===== src/rtl/aibnd_bsr_pkg.sv =====
// aibnd_bsr_pkg: op encodings and FSM state type shared by the BSR scan controller
package aibnd_bsr_pkg;
  localparam logic [1:0] BSR_OP_RESET     = 2'b00;
  localparam logic [1:0] BSR_OP_SHIFT     = 2'b01;
  localparam logic [1:0] BSR_OP_CAP_SHIFT = 2'b10;
  localparam logic [1:0] BSR_OP_SET_MODE  = 2'b11;
  typedef enum logic [2:0] {
    ST_IDLE,
    ST_RST,
    ST_CAP_LO,
    ST_CAP_HI,
    ST_SH_LO,
    ST_SH_HI,
    ST_RESP
  } bsr_state_e;
endpackage


===== src/rtl/aibnd_bsr_clkgen.sv =====
// aibnd_bsr_clkgen: registered scan clock phase and chain bit counter with last-bit flag
module aibnd_bsr_clkgen #(
  parameter int CHAIN_LEN = 48,
  parameter int CNT_W     = 8
) (
  input  logic clk,
  input  logic rstb,
  input  logic hi,
  input  logic load,
  input  logic dec,
  output logic clkdr,
  output logic last
);
  logic             clkdr_q, clkdr_d;
  logic [CNT_W-1:0] cnt_q, cnt_d;
  always_comb begin
    clkdr_d = hi;
    cnt_d   = load ? CNT_W'(CHAIN_LEN - 1) : (dec && cnt_q != '0) ? cnt_q - CNT_W'(1) : cnt_q;
  end
  always_ff @(posedge clk) begin
    if (!rstb) begin
      clkdr_q <= 1'b0;
      cnt_q   <= '0;
    end else begin
      clkdr_q <= clkdr_d;
      cnt_q   <= cnt_d;
    end
  end
  assign clkdr = clkdr_q;
  assign last  = cnt_q == '0;
endmodule


===== src/rtl/aibnd_bsr_scan_ctrl.sv =====
// aibnd_bsr_scan_ctrl: host-driven initiator for the AIB IO boundary-scan / redundancy chain
module aibnd_bsr_scan_ctrl
  import aibnd_bsr_pkg::*;
#(
  parameter int CHAIN_LEN = 48,
  parameter int CNT_W     = 8,
  parameter int RST_CYC   = 4
) (
  input  logic                 jtag_clk,
  input  logic                 dig_rstb,
  input  logic                 cmd_valid,
  output logic                 cmd_ready,
  input  logic [1:0]           cmd_op,
  input  logic [CHAIN_LEN-1:0] cmd_data,
  input  logic [1:0]           cmd_mode,
  output logic                 rsp_valid,
  input  logic                 rsp_ready,
  output logic [CHAIN_LEN-1:0] rsp_data,
  output logic                 jtag_clkdr_out,
  output logic                 jtag_tx_scan_out,
  output logic                 jtag_tx_scanen_out,
  output logic                 jtag_mode_out,
  output logic                 jtag_intest_out,
  output logic                 jtag_rstb_out,
  output logic                 jtag_rstb_en_out,
  input  logic                 jtag_rx_scan_in
);
  if (CHAIN_LEN < 2 || CHAIN_LEN > 256 || (1 << CNT_W) <= CHAIN_LEN || RST_CYC < 1 || RST_CYC > 15) begin : g_bad_cfg
    $error("aibnd_bsr_scan_ctrl: illegal CHAIN_LEN/CNT_W/RST_CYC combination");
  end
  bsr_state_e           state_q, state_d;
  logic [CHAIN_LEN-1:0] sreg_q, sreg_d;
  logic [3:0]           rcnt_q, rcnt_d;
  logic                 rx_q, rx_d;
  logic                 mode_q, mode_d;
  logic                 intest_q, intest_d;
  logic                 cmd_ready_q, cmd_ready_d;
  logic                 rsp_valid_q, rsp_valid_d;
  logic                 scanen_q, scanen_d;
  logic                 tx_q, tx_d;
  logic                 rstb_q, rstb_d;
  logic                 rstb_en_q, rstb_en_d;
  logic                 hi_d, load, dec, last;
  aibnd_bsr_clkgen #(
    .CHAIN_LEN (CHAIN_LEN),
    .CNT_W     (CNT_W)
  ) u_clkgen (
    .clk   (jtag_clk),
    .rstb  (dig_rstb),
    .hi    (hi_d),
    .load  (load),
    .dec   (dec),
    .clkdr (jtag_clkdr_out),
    .last  (last)
  );
  always_comb begin
    state_d  = state_q;
    sreg_d   = sreg_q;
    rcnt_d   = rcnt_q;
    rx_d     = rx_q;
    mode_d   = mode_q;
    intest_d = intest_q;
    load     = 1'b0;
    dec      = 1'b0;
    case (state_q)
      ST_IDLE: if (cmd_valid && cmd_ready_q) begin
        load               = 1'b1;
        sreg_d             = (cmd_op == BSR_OP_SET_MODE) ? sreg_q : cmd_data;
        rcnt_d             = 4'(RST_CYC - 1);
        {intest_d, mode_d} = (cmd_op == BSR_OP_SET_MODE) ? cmd_mode : {intest_q, mode_q};
        state_d            = (cmd_op == BSR_OP_RESET)     ? ST_RST :
                             (cmd_op == BSR_OP_SHIFT)     ? ST_SH_LO :
                             (cmd_op == BSR_OP_CAP_SHIFT) ? ST_CAP_LO : ST_RESP;
      end
      ST_RST: begin
        sreg_d  = '0;
        rcnt_d  = (rcnt_q == '0) ? rcnt_q : rcnt_q - 4'd1;
        state_d = (rcnt_q == '0) ? ST_RESP : ST_RST;
      end
      ST_CAP_LO: state_d = ST_CAP_HI;
      ST_CAP_HI: state_d = ST_SH_LO;
      ST_SH_LO: begin
        rx_d    = jtag_rx_scan_in;
        state_d = ST_SH_HI;
      end
      ST_SH_HI: begin
        sreg_d  = {rx_q, sreg_q[CHAIN_LEN-1:1]};
        dec     = !last;
        state_d = last ? ST_RESP : ST_SH_LO;
      end
      ST_RESP: state_d = rsp_ready ? ST_IDLE : ST_RESP;
      default: state_d = ST_IDLE;
    endcase
    cmd_ready_d = state_d == ST_IDLE;
    rsp_valid_d = state_d == ST_RESP;
    scanen_d    = state_d inside {ST_SH_LO, ST_SH_HI};
    hi_d        = state_d inside {ST_CAP_HI, ST_SH_HI};
    tx_d        = scanen_d & sreg_d[0];
    rstb_d      = state_d != ST_RST;
    rstb_en_d   = state_d == ST_RST;
  end
  always_ff @(posedge jtag_clk) begin
    if (!dig_rstb) begin
      state_q     <= ST_IDLE;
      sreg_q      <= '0;
      rcnt_q      <= '0;
      rx_q        <= 1'b0;
      mode_q      <= 1'b0;
      intest_q    <= 1'b0;
      cmd_ready_q <= 1'b0;
      rsp_valid_q <= 1'b0;
      scanen_q    <= 1'b0;
      tx_q        <= 1'b0;
      rstb_q      <= 1'b1;
      rstb_en_q   <= 1'b0;
    end else begin
      state_q     <= state_d;
      sreg_q      <= sreg_d;
      rcnt_q      <= rcnt_d;
      rx_q        <= rx_d;
      mode_q      <= mode_d;
      intest_q    <= intest_d;
      cmd_ready_q <= cmd_ready_d;
      rsp_valid_q <= rsp_valid_d;
      scanen_q    <= scanen_d;
      tx_q        <= tx_d;
      rstb_q      <= rstb_d;
      rstb_en_q   <= rstb_en_d;
    end
  end
  assign cmd_ready          = cmd_ready_q;
  assign rsp_valid          = rsp_valid_q;
  assign rsp_data           = sreg_q;
  assign jtag_tx_scan_out   = tx_q;
  assign jtag_tx_scanen_out = scanen_q;
  assign jtag_mode_out      = mode_q;
  assign jtag_intest_out    = intest_q;
  assign jtag_rstb_out      = rstb_q;
  assign jtag_rstb_en_out   = rstb_en_q;
endmodule


===== config.mk =====
export PLATFORM = sky130hd
export DESIGN_NAME = aibnd_bsr_scan_ctrl
export DESIGN_NICKNAME = d
export VERILOG_FILES = /design/src/rtl/aibnd_bsr_pkg.sv /design/src/rtl/aibnd_bsr_clkgen.sv /design/src/rtl/aibnd_bsr_scan_ctrl.sv
export SDC_FILE = /design/constraint.sdc
export NUM_CORES = 1
export LEC_CHECK = 0
export BUFFER_PORTS_ARGS = -buffer_cell sky130_fd_sc_hd__buf_2
export CELL_PAD_IN_SITES_DETAIL_PLACEMENT = 0
export CELL_PAD_IN_SITES_GLOBAL_PLACEMENT = 1
export CORE_MARGIN = 2
export CORE_UTILIZATION = 33
export CTS_CLUSTER_DIAMETER = 60
export DETAILED_ROUTE_END_ITERATION = 8
export PLACE_DENSITY = 0.85
export SLEW_MARGIN = 10
export SYNTH_ARGS = -nofsm -noshare
export SYNTH_HDL_FRONTEND = slang
export SYNTH_SLANG_ARGS = --single-unit

===== constraint.sdc =====
create_clock -name jtag_clk -period 1.7 [get_ports jtag_clk]
set_clock_uncertainty 0.15 [all_clocks]
set_input_delay 0.085 -clock jtag_clk [delete_from_list [all_inputs] [get_ports jtag_clk]]
set_output_delay 0.085 -clock jtag_clk [all_outputs]
set_load 0.01 [all_outputs]

After elaboration in Yosys (flattened, before gate mapping) --
Cells that the tools add are included.
Storage, ports and cells: register bits after elaboration 73, bits of input ports 57, output and inout port bits 57, word-level logic and storage cells 75
Operators by class: add/sub/neg operators 2, equal/unequal tests 18, mux-type cells 19, bitwise operators 2, reductions and logical operators 18
Operators with widths (count):
- 48-bit case mux with 3 select lines | 1
- 48-bit 2-to-1 mux | 2
- 3-bit case mux with 7 select lines | 1
- 3-bit equality test, second input constant | 6
- 3-bit 2-to-1 mux | 6
- 6-bit 2-to-1 mux | 2
- 3-bit by 2-bit equality test with 1-bit output, second input constant | 3
- 3-bit AND reduction | 3
- 8-bit zero test | 1
- 4-bit 2-to-1 mux | 2
- 4-bit case mux with 2 select lines | 1
- 2-bit nonzero test | 4
- 8-bit nonzero test | 1
- 8-bit by 1-bit subtractor with 8-bit output, second input constant | 1
- 3-bit by 1-bit equality test with 1-bit output, second input constant | 2
- 3-bit zero test | 2
- 2-bit != test, second input constant | 3
- 2-bit equality test, second input constant | 2
- 4-bit zero test | 1
- 4-bit by 1-bit subtractor with 4-bit output, second input constant | 1
- 1-bit 2-to-1 mux | 3
- 3-bit by 1-bit != test with 1-bit output, second input constant | 1
- 3-bit nonzero test | 1
- 2-bit by 1-bit equality test with 1-bit output, second input constant | 1
- other kinds (7) | 8

Depth between registers and ports, before layout --
Gate-level depths: netlist of the first run.
depth after elaboration 9, mapped depth 7, depth with buffers taken out 7

Cells and area by module --
From an unflattened synthesis of the first run, not the netlist that was laid out.
Second synthesis, totals: cell total of the unflattened synthesis 413, area total of the unflattened synthesis 3733.6 um2
Modules (own cells, without submodules):
- aibnd_bsr_scan_ctrl | instances 1, cells each 364, area an instance 3276.9 um2, sequential area each 1281.2 um2
- aibnd_bsr_clkgen | instances 1, cells each 49, area an instance 456.7 um2, sequential area each 180.2 um2

Worst setup path before layout of the first run --
Ideal clock, no wire load.
path kind register to register, start register u_clkgen.cnt_q[0], end register u_clkgen.cnt_q[5], library setup time 0.126 ns, data arrival time 1.553 ns, data required time 1.424 ns, path slack -0.129 ns, stages on the path, launching flop included 8, buffers on the path 0, clock period less this slack 1.829 ns, cells stage by stage dfxtp_1 -> inv_1 -> ha_1 -> or3b_2 -> o211ai_2 -> or3_1 -> xor2_1 -> a21boi_1
On the way: cells in the longest elaborated chain, start to end 5, elaborated cells between the ends (all ways) 9, classes of those cells 1 x add/sub; 3 x mux; 5 x reduce/logical
Ends and longest elaborated chain:
- start, declared | RTL line aibnd_bsr_clkgen.sv:15 | logic [CNT_W-1:0] cnt_q, cnt_d;
- start signal, assigned | RTL line aibnd_bsr_clkgen.sv:26 | cnt_q <= cnt_d;
- branches (longest 5 deep; another with 8-bit by 1-bit subtractor with 8-bit output)
Parallel ways; which one is timed is not known. The select of a mux whose other input is x is not followed. A chain may end at the register's enable or synchronous reset.

Final worst setup path of the first run --
start register u_clkgen.cnt_q[0], end register cmd_ready_q (netlist: cmd_ready)
On the way: cells in the longest elaborated chain, start to end 4
Ends and longest elaborated chain:
- 8-bit zero test | RTL line aibnd_bsr_clkgen.sv:30 | assign last = cnt_q == '0;
- 2-bit 2-to-1 mux | RTL line aibnd_bsr_scan_ctrl.sv:89 | state_d = last ? ST_RESP : ST_SH_LO;
- 3-bit case mux with 7 select lines | RTL line aibnd_bsr_scan_ctrl.sv:65 | case (state_q)
- 3-bit zero test | RTL line aibnd_bsr_scan_ctrl.sv:94 | cmd_ready_d = state_d == ST_IDLE;
- end signal, assigned | RTL line aibnd_bsr_scan_ctrl.sv:123 | cmd_ready_q <= cmd_ready_d;
- end, declared | RTL line aibnd_bsr_scan_ctrl.sv:37 | logic cmd_ready_q, cmd_ready_d;
No other way between the ends.

==> results.ini, run 1 <==
[synth]
synth_area_leaders = dfxtp_1, a222oi_1, nor2b_1
syn-num-nets = 362
synthMostInstantiatedCell = dfxtp_1
yosysTopAreaCell = dfxtp_1
ys_seq_elements = 73
synth_top_cell_area_share_pct = 47.3
ys_warn_count = 0
synth_flop_cell = dfxtp_1
synth_edf_count = 0
syn_inst = 302
ys_seq_area_share_pct = 47.3
synth_cell_types = 51
yosys-top-cells-count = dfxtp_1, nor2b_1, a222oi_1
async_reset_ff_share_pct = 0
synth_area_um2 = 3090
postSynthAreaPerCell_um2 = 10.2

[critical_path]
cp-startpoint = u_clkgen.cnt_q[0]
r2r-end = cmd_ready
worst-path-max-fanout = 5
r2r-start = u_clkgen.cnt_q[0]
endpoint = cmd_ready
ff2ff_setup_slack_ps = -120
start_kind = flip-flop
worst_setup_path_end_kind = flip-flop
cp.arrival_ps = 1940
cp_data_required_time_ps = 1830
reg2regPathDepth = 7
path_class = reg2reg

[run_status]
violations = negative setup slack
status = complete, but fails checks

[route]
antenna_left = 0
drtPass1Iterations = 8
drtIter0Drc = 309
drc = 0
wire_per_inst_um = 15.6
via_per_inst = 5.28
vias = 3268
routed_wl_mm = 9.65

[job]
cap_violations = 0

[layout]
drive_above_1_share_pct = 44.1
antennaDiodeCount = 0
stdcell_area_um2 = 5040
area_delta_synth_final_pct = 63.1
instances_no_fill = 619
nNetsFinal = 563
fill_cells = 766

[placed_design]
placedCellCount = 539
portBuffers = 113
pre_cts_slack_ps = -137
hpwl_mm = 5.72
place_area_um2 = 4050
gp_congestion = 0.846

[pwr]
intPower_uw = 4600
p_sw_uw = 2480
power_density_nw_per_um2 = 1400
p_sw_share_pct = 35.0
seq_power_share_pct = 33.0
p_leak_uw = 0.00219
comb_power_share_pct = 47.4
ir_worst_vdd_v = 0.000625
clkPwrFrac_pct = 19.6

[floorplan]
die_w_um = 101
die_h_um = 101
start_util_pct = 33.8
core-area_um2 = 9150
dieArea_um2 = 10200
num_rows = 35
io-pin-count = 114

[cts]
clock_tree.root_cell = clkbuf_8
htree_levels = 3
clk_pin_slew_worst_paths_ps = 80
cts.path.max_buffers = 2
cts_tree = built
cts_made_buffers = 9
clk_latency_ps = 340
clock-sinks = 73

[timing]
hold_viol_final = 0
tightest_slew_ps = 417
rsz0062_at_grt = yes
final_max_slew_viol_count = 0
timing.final.ws_setup_ps = -115
finalCriticalPeriod_ps = 1820
finalSetupViolCount = 19
relSlewSlack_pct = 72.2
tns_ps = -781
finalCritPeriodShare_pct = 107
fmax_ghz = 0.551

[global_route]
grt_pass1_wl_mm = 14.3
grt_start_max_net_pins = 43
grtUsageTotal_pct = 17.5
antenna_found_initial = 0
grt_overflow = 0
grt_pass1_vias = 3017

[min_path]
hold_path_class = in2reg

==> how the worst min path moves through the flow <==
stage / start / slack, ps / end / depth (start not counted)
after global routing: dig_rstb / 40 / rsp_data[30] / 2
after floorplan: cmd_mode[1] / 80 / jtag_intest_out / 2
after CTS: dig_rstb / 2 / state_q[2] / 3
after global placement: cmd_mode[0] / 190 / jtag_mode_out / 3
after detailed placement: cmd_mode[1] / 200 / jtag_intest_out / 3
final: dig_rstb / 20 / state_q[2] / 3
==> worst max-delay path, stage by stage, from the launching register on <==
cell	delay (ps)
dfxtp_2	340
inv_2	40
ha_4	150
nor3b_4	140
and3_4	190
a2111oi_4	380
and2b_1	210
and3_1	150
==> per-stage QoR <==
| step | util [%] | hold WS, ps | total power, uW |
|---|---|---|---|
| after global routing | 55.1 | 35.6 | 7540 |
| after detailed placement | 44.3 | 198 | 4980 |
| after floorplan | - | 79.9 | 3920 |
| after global placement | 44.3 | 185 | 4930 |
| after CTS | 52.9 | 2.11 | 6690 |
| final | 55.1 | 21.2 | 7070 |
==> flip-flops by register name, indices dropped and copies added (netlist names) <==
name	flops
cmd_ready	1
jtag_intest_out	1
jtag_mode_out	1
jtag_rstb_en_out	1
jtag_rstb_out	1
jtag_tx_scan_out	1
jtag_tx_scanen_out	1
rcnt_q	4
rsp_data	48
rsp_valid	1
rx_q	1
state_q	3
u_clkgen.clkdr	1
u_clkgen.cnt_q	8
==> logic make-up after synthesis <==
kind of cell    synth area share [%]
simple gates                    20.8
compound gates                  23.0
buf+inv                         5.06
flops                           47.3
xor+xnor                        2.27
mux                            0.324
fa+ha+maj                       1.22
==> repair_timing <==
item,CTS,global route
endpoints found under the setup margin,60,67
endpoints found under the hold margin,52,0
hold buffers,51,0
resized for setup,21,12
pin swaps,20,39
buffers inserted,2,6
gates cloned,0,5
==> area by class of cell <==
class	count	area, um^2	area share, %
multi-input combinational	194	1610	32.0
timing repair buffer	217	1580	31.4
sequential	73	1470	29.2
tap	111	139	2.76
clock buffer	10	138	2.73
clock inverter	6	66.3	1.32
inverter	8	30.0	0.596
==> placed cells by master (no fill, tap or decap), types with 2 or more instances in the layout <==
master,synthesis,routed
inv_2,0,4
clkbuf_16,0,3
and2b_1,2,2
inv_1,8,4
buf_6,1,3
nor2_1,11,10
dfxtp_1,73,65
a21oi_1,3,3
ha_4,0,2
or3_1,4,3
and3_4,1,2
and2_1,3,3
dlygate4sd3_1,0,51
a21boi_1,1,2
or3b_4,0,2
or3_4,1,2
nor3b_4,0,2
nor3_2,1,3
xor2_1,7,7
nor2b_1,48,48
and3_1,4,3
nor2_4,1,2
dfxtp_2,0,8
o21ai_0,8,6
a211o_1,2,2
buf_4,1,43
nand3_1,3,3
nand2_1,8,7
clkinvlp_4,0,3
clkbuf_8,0,10
o311a_1,2,2
nand4_1,2,2
a21boi_0,5,4
a222oi_1,47,47
buf_2,11,113
buf_12,0,3
==> power by group through the flow <==
stage               clock, uW  sequential (uW)  combinational [uW]
floorplan                   0             2390                1520
global placement            0             2320                2610
detailed placement          0             2330                2650
CTS                      1450             2320                2920
global route             1500             2380                3660
finish                   1390             2340                3350
==> per-layer routing <==
| layer | part of all wire [%] | track usage, % |
|---|---|---|
| met1 | 43 | 21.7 |
| met5 | 0 | 0 |
| met3 | 6.2 | 2.91 |
| met4 | 2.1 | 8.85 |
| met2 | 49 | 29.3 |
(Power assumes the default switching activity.)
==> inputs of run 2 (changes only) <==
--- a/config.mk
+++ b/config.mk
@@ -9,10 +9,11 @@
 export CELL_PAD_IN_SITES_DETAIL_PLACEMENT = 0
 export CELL_PAD_IN_SITES_GLOBAL_PLACEMENT = 1
 export CORE_MARGIN = 2
-export CORE_UTILIZATION = 33
+export CORE_UTILIZATION = 34
+export CTS_BUF_LIST = sky130_fd_sc_hd__clkbuf_8
 export CTS_CLUSTER_DIAMETER = 60
 export DETAILED_ROUTE_END_ITERATION = 8
-export PLACE_DENSITY = 0.85
+export PLACE_DENSITY = 0.87
 export SLEW_MARGIN = 10
 export SYNTH_ARGS = -nofsm -noshare
 export SYNTH_HDL_FRONTEND = slang
==> run 2 against run 1 <==
Against the previous run:
- the flow still finishes with violations (negative setup slack)
- clock-buffer cell count shrank 1
- register-to-register slack is essentially flat
- cell count shrank 2.6%
- first-iteration DRC count shrank 9.7%
- combinational power shrank 12%
- core utilization shrank 0.11 points
- global-route usage grew 1.0 points
- sequential share of layout area grew 1.4 points
- sequential power is essentially flat
- design area shrank 4.4%
- largest power group unchanged
==> results.ini, run 2 (synthesized netlist as in run 1, its figures left out) <==
[run_status]
status = complete, but fails checks
violations = negative setup slack

[route]
drc = 0
vias = 3182
drtPass1Iterations = 8
wire_per_inst_um = 15.4
drtIter0Drc = 279
antenna_left = 0
routed_wl_mm = 9.29
via_per_inst = 5.28

[critical_path]
cp_top_family = simple AND/OR/NAND/NOR gates
worst_setup_path_end_kind = flip-flop
cp_slowest_cell = a2111oi_4
cp.arrival_ps = 1950
worst-path-max-fanout = 5
ff2ff_setup_slack_ps = -120
cp_data_required_time_ps = 1840
start_kind = flip-flop
cp_cell_sequence = inv_2 -> ha_2 -> nor3b_4 -> and3_4 -> a2111oi_4 -> and2b_1 -> and3_1
path_class = reg2reg
path_buf_inv = 1
cpPeakStageDelay_ps = 400

[layout]
final_util_pct = 55.0
largest_reg_flops = 48
fill_cells = 766
nNetsFinal = 551
drive_above_1_share_pct = 41.8
area_delta_synth_final_pct = 55.9
instances_no_fill = 603
antennaDiodeCount = 0
final_common_cell = buf_2
final_cell_mix = buf_2, dfxtp_1, dlygate4sd3_1

[cts]
clock_tree.root_cell = clkbuf_8
htree_levels = 3
clock-sinks = 73
cts_tree = built
clk_latency_ps = 340
clk_pin_slew_worst_paths_ps = 80
cts.path.max_buffers = 2
cts_made_buffers = 9

[placed_design]
gp_congestion = 0.878
hpwl_mm = 5.80
portBuffers = 113
placedCellCount = 532

[job]
cap_violations = 0

[floorplan]
start_util_pct = 35.3
core-area_um2 = 8760
die_w_um = 99.3
num_rows = 34
die_h_um = 99.3
io-pin-count = 114
dieArea_um2 = 9860

[timing]
timing.final.ws_setup_ps = -115
final_max_slew_viol_count = 0
tightest_slew_ps = 413
finalCriticalPeriod_ps = 1820
holdWs_ps = 15.2
tns_ps = -694
rsz0062_at_grt = yes
finalCritPeriodShare_pct = 107
fmax_ghz = 0.551
relSlewSlack_pct = 72.5
finalSetupViolCount = 20
hold_viol_final = 0

[pwr]
p_leak_uw = 0.00209
total_power_uw = 6570
ir_worst_vdd_v = 0.000780
power_density_nw_per_um2 = 1370

[global_route]
grt_overflow = 0
grt_start_max_net_pins = 48
grtUsageTotal_pct = 18.6
grt_pass1_wl_mm = 14.9
antenna_found_initial = 0
grt_pass1_vias = 3166

[min_path]
hold_path_class = in2reg

-- run 2: cell type report --
class / count / area, um^2 / area share (%)
Tap cell: 108 / 135 / 2.81
Inverter: 8 / 30.0 / 0.624
Timing Repair Buffer: 205 / 1420 / 29.5
Sequential cell: 73 / 1470 / 30.6
Clock inverter: 6 / 52.6 / 1.09
Clock buffer: 9 / 124 / 2.57
Multi-Input combinational cell: 194 / 1580 / 32.8
-- run 2: metrics by stage --
| stage | cell area (um^2) | setup WS, ps |
|---|---|---|
| 6_report | 4820 | -115 |
| 5_1_grt | 4820 | -199 |
| 4_1_cts | 4730 | -109 |
| 3_5_place_dp | 4000 | -119 |
| 3_3_place_gp | 4000 | -78.9 |
| 2_1_floorplan | 3120 | -30.4 |
-- run 2: path summary, 6_finish.rpt --
| check | cells after the start | to | startpoint |
|---|---|---|---|
| worst min-delay path | 2 | jtag_mode_out | dig_rstb |
| worst max register to register | 7 | cmd_ready | rcnt_q[0] |
| worst max-delay path | 7 | cmd_ready | rcnt_q[0] |
| worst min register to register | 2 | jtag_intest_out | jtag_intest_out |
-- run 2: timing repair --
| item | CTS | global route |
|---|---|---|
| endpoints found under the hold margin | 52 | 0 |
| pin swaps | 19 | 29 |
| setup buffers | 2 | 3 |
| gates resized for setup | 12 | 15 |
| endpoints found under the setup margin | 42 | 70 |
| hold buffers | 51 | 0 |
-- run 2: worst register-to-register path, stage by stage, from the launching register on --
cell and delay [ps]:
dfxtp_2 340, inv_2 40, ha_2 160, nor3b_4 160, and3_4 160, a2111oi_4 400, and2b_1 210, and3_1 150
-- run 2: per-layer routing --
layer | track usage (%) | share of wire, % | wire length [um] | vias to the layer above
met5 | 0 | 0 | 0 | -
met4 | 7.27 | 1.4 | 132 | 0
met3 | 4.08 | 6.2 | 576 | 13
met2 | 31.6 | 49 | 4550 | 122
met1 | 22.9 | 43 | 4040 | 1519
li1 | - | - | - | 1528
-- run 2: where the power goes --
| group | switching (uW) | internal (uW) |
|---|---|---|
| sequential | 285 | 2060 |
| clock | 614 | 652 |
| combinational | 1400 | 1560 |
| total | 2300 | 4280 |
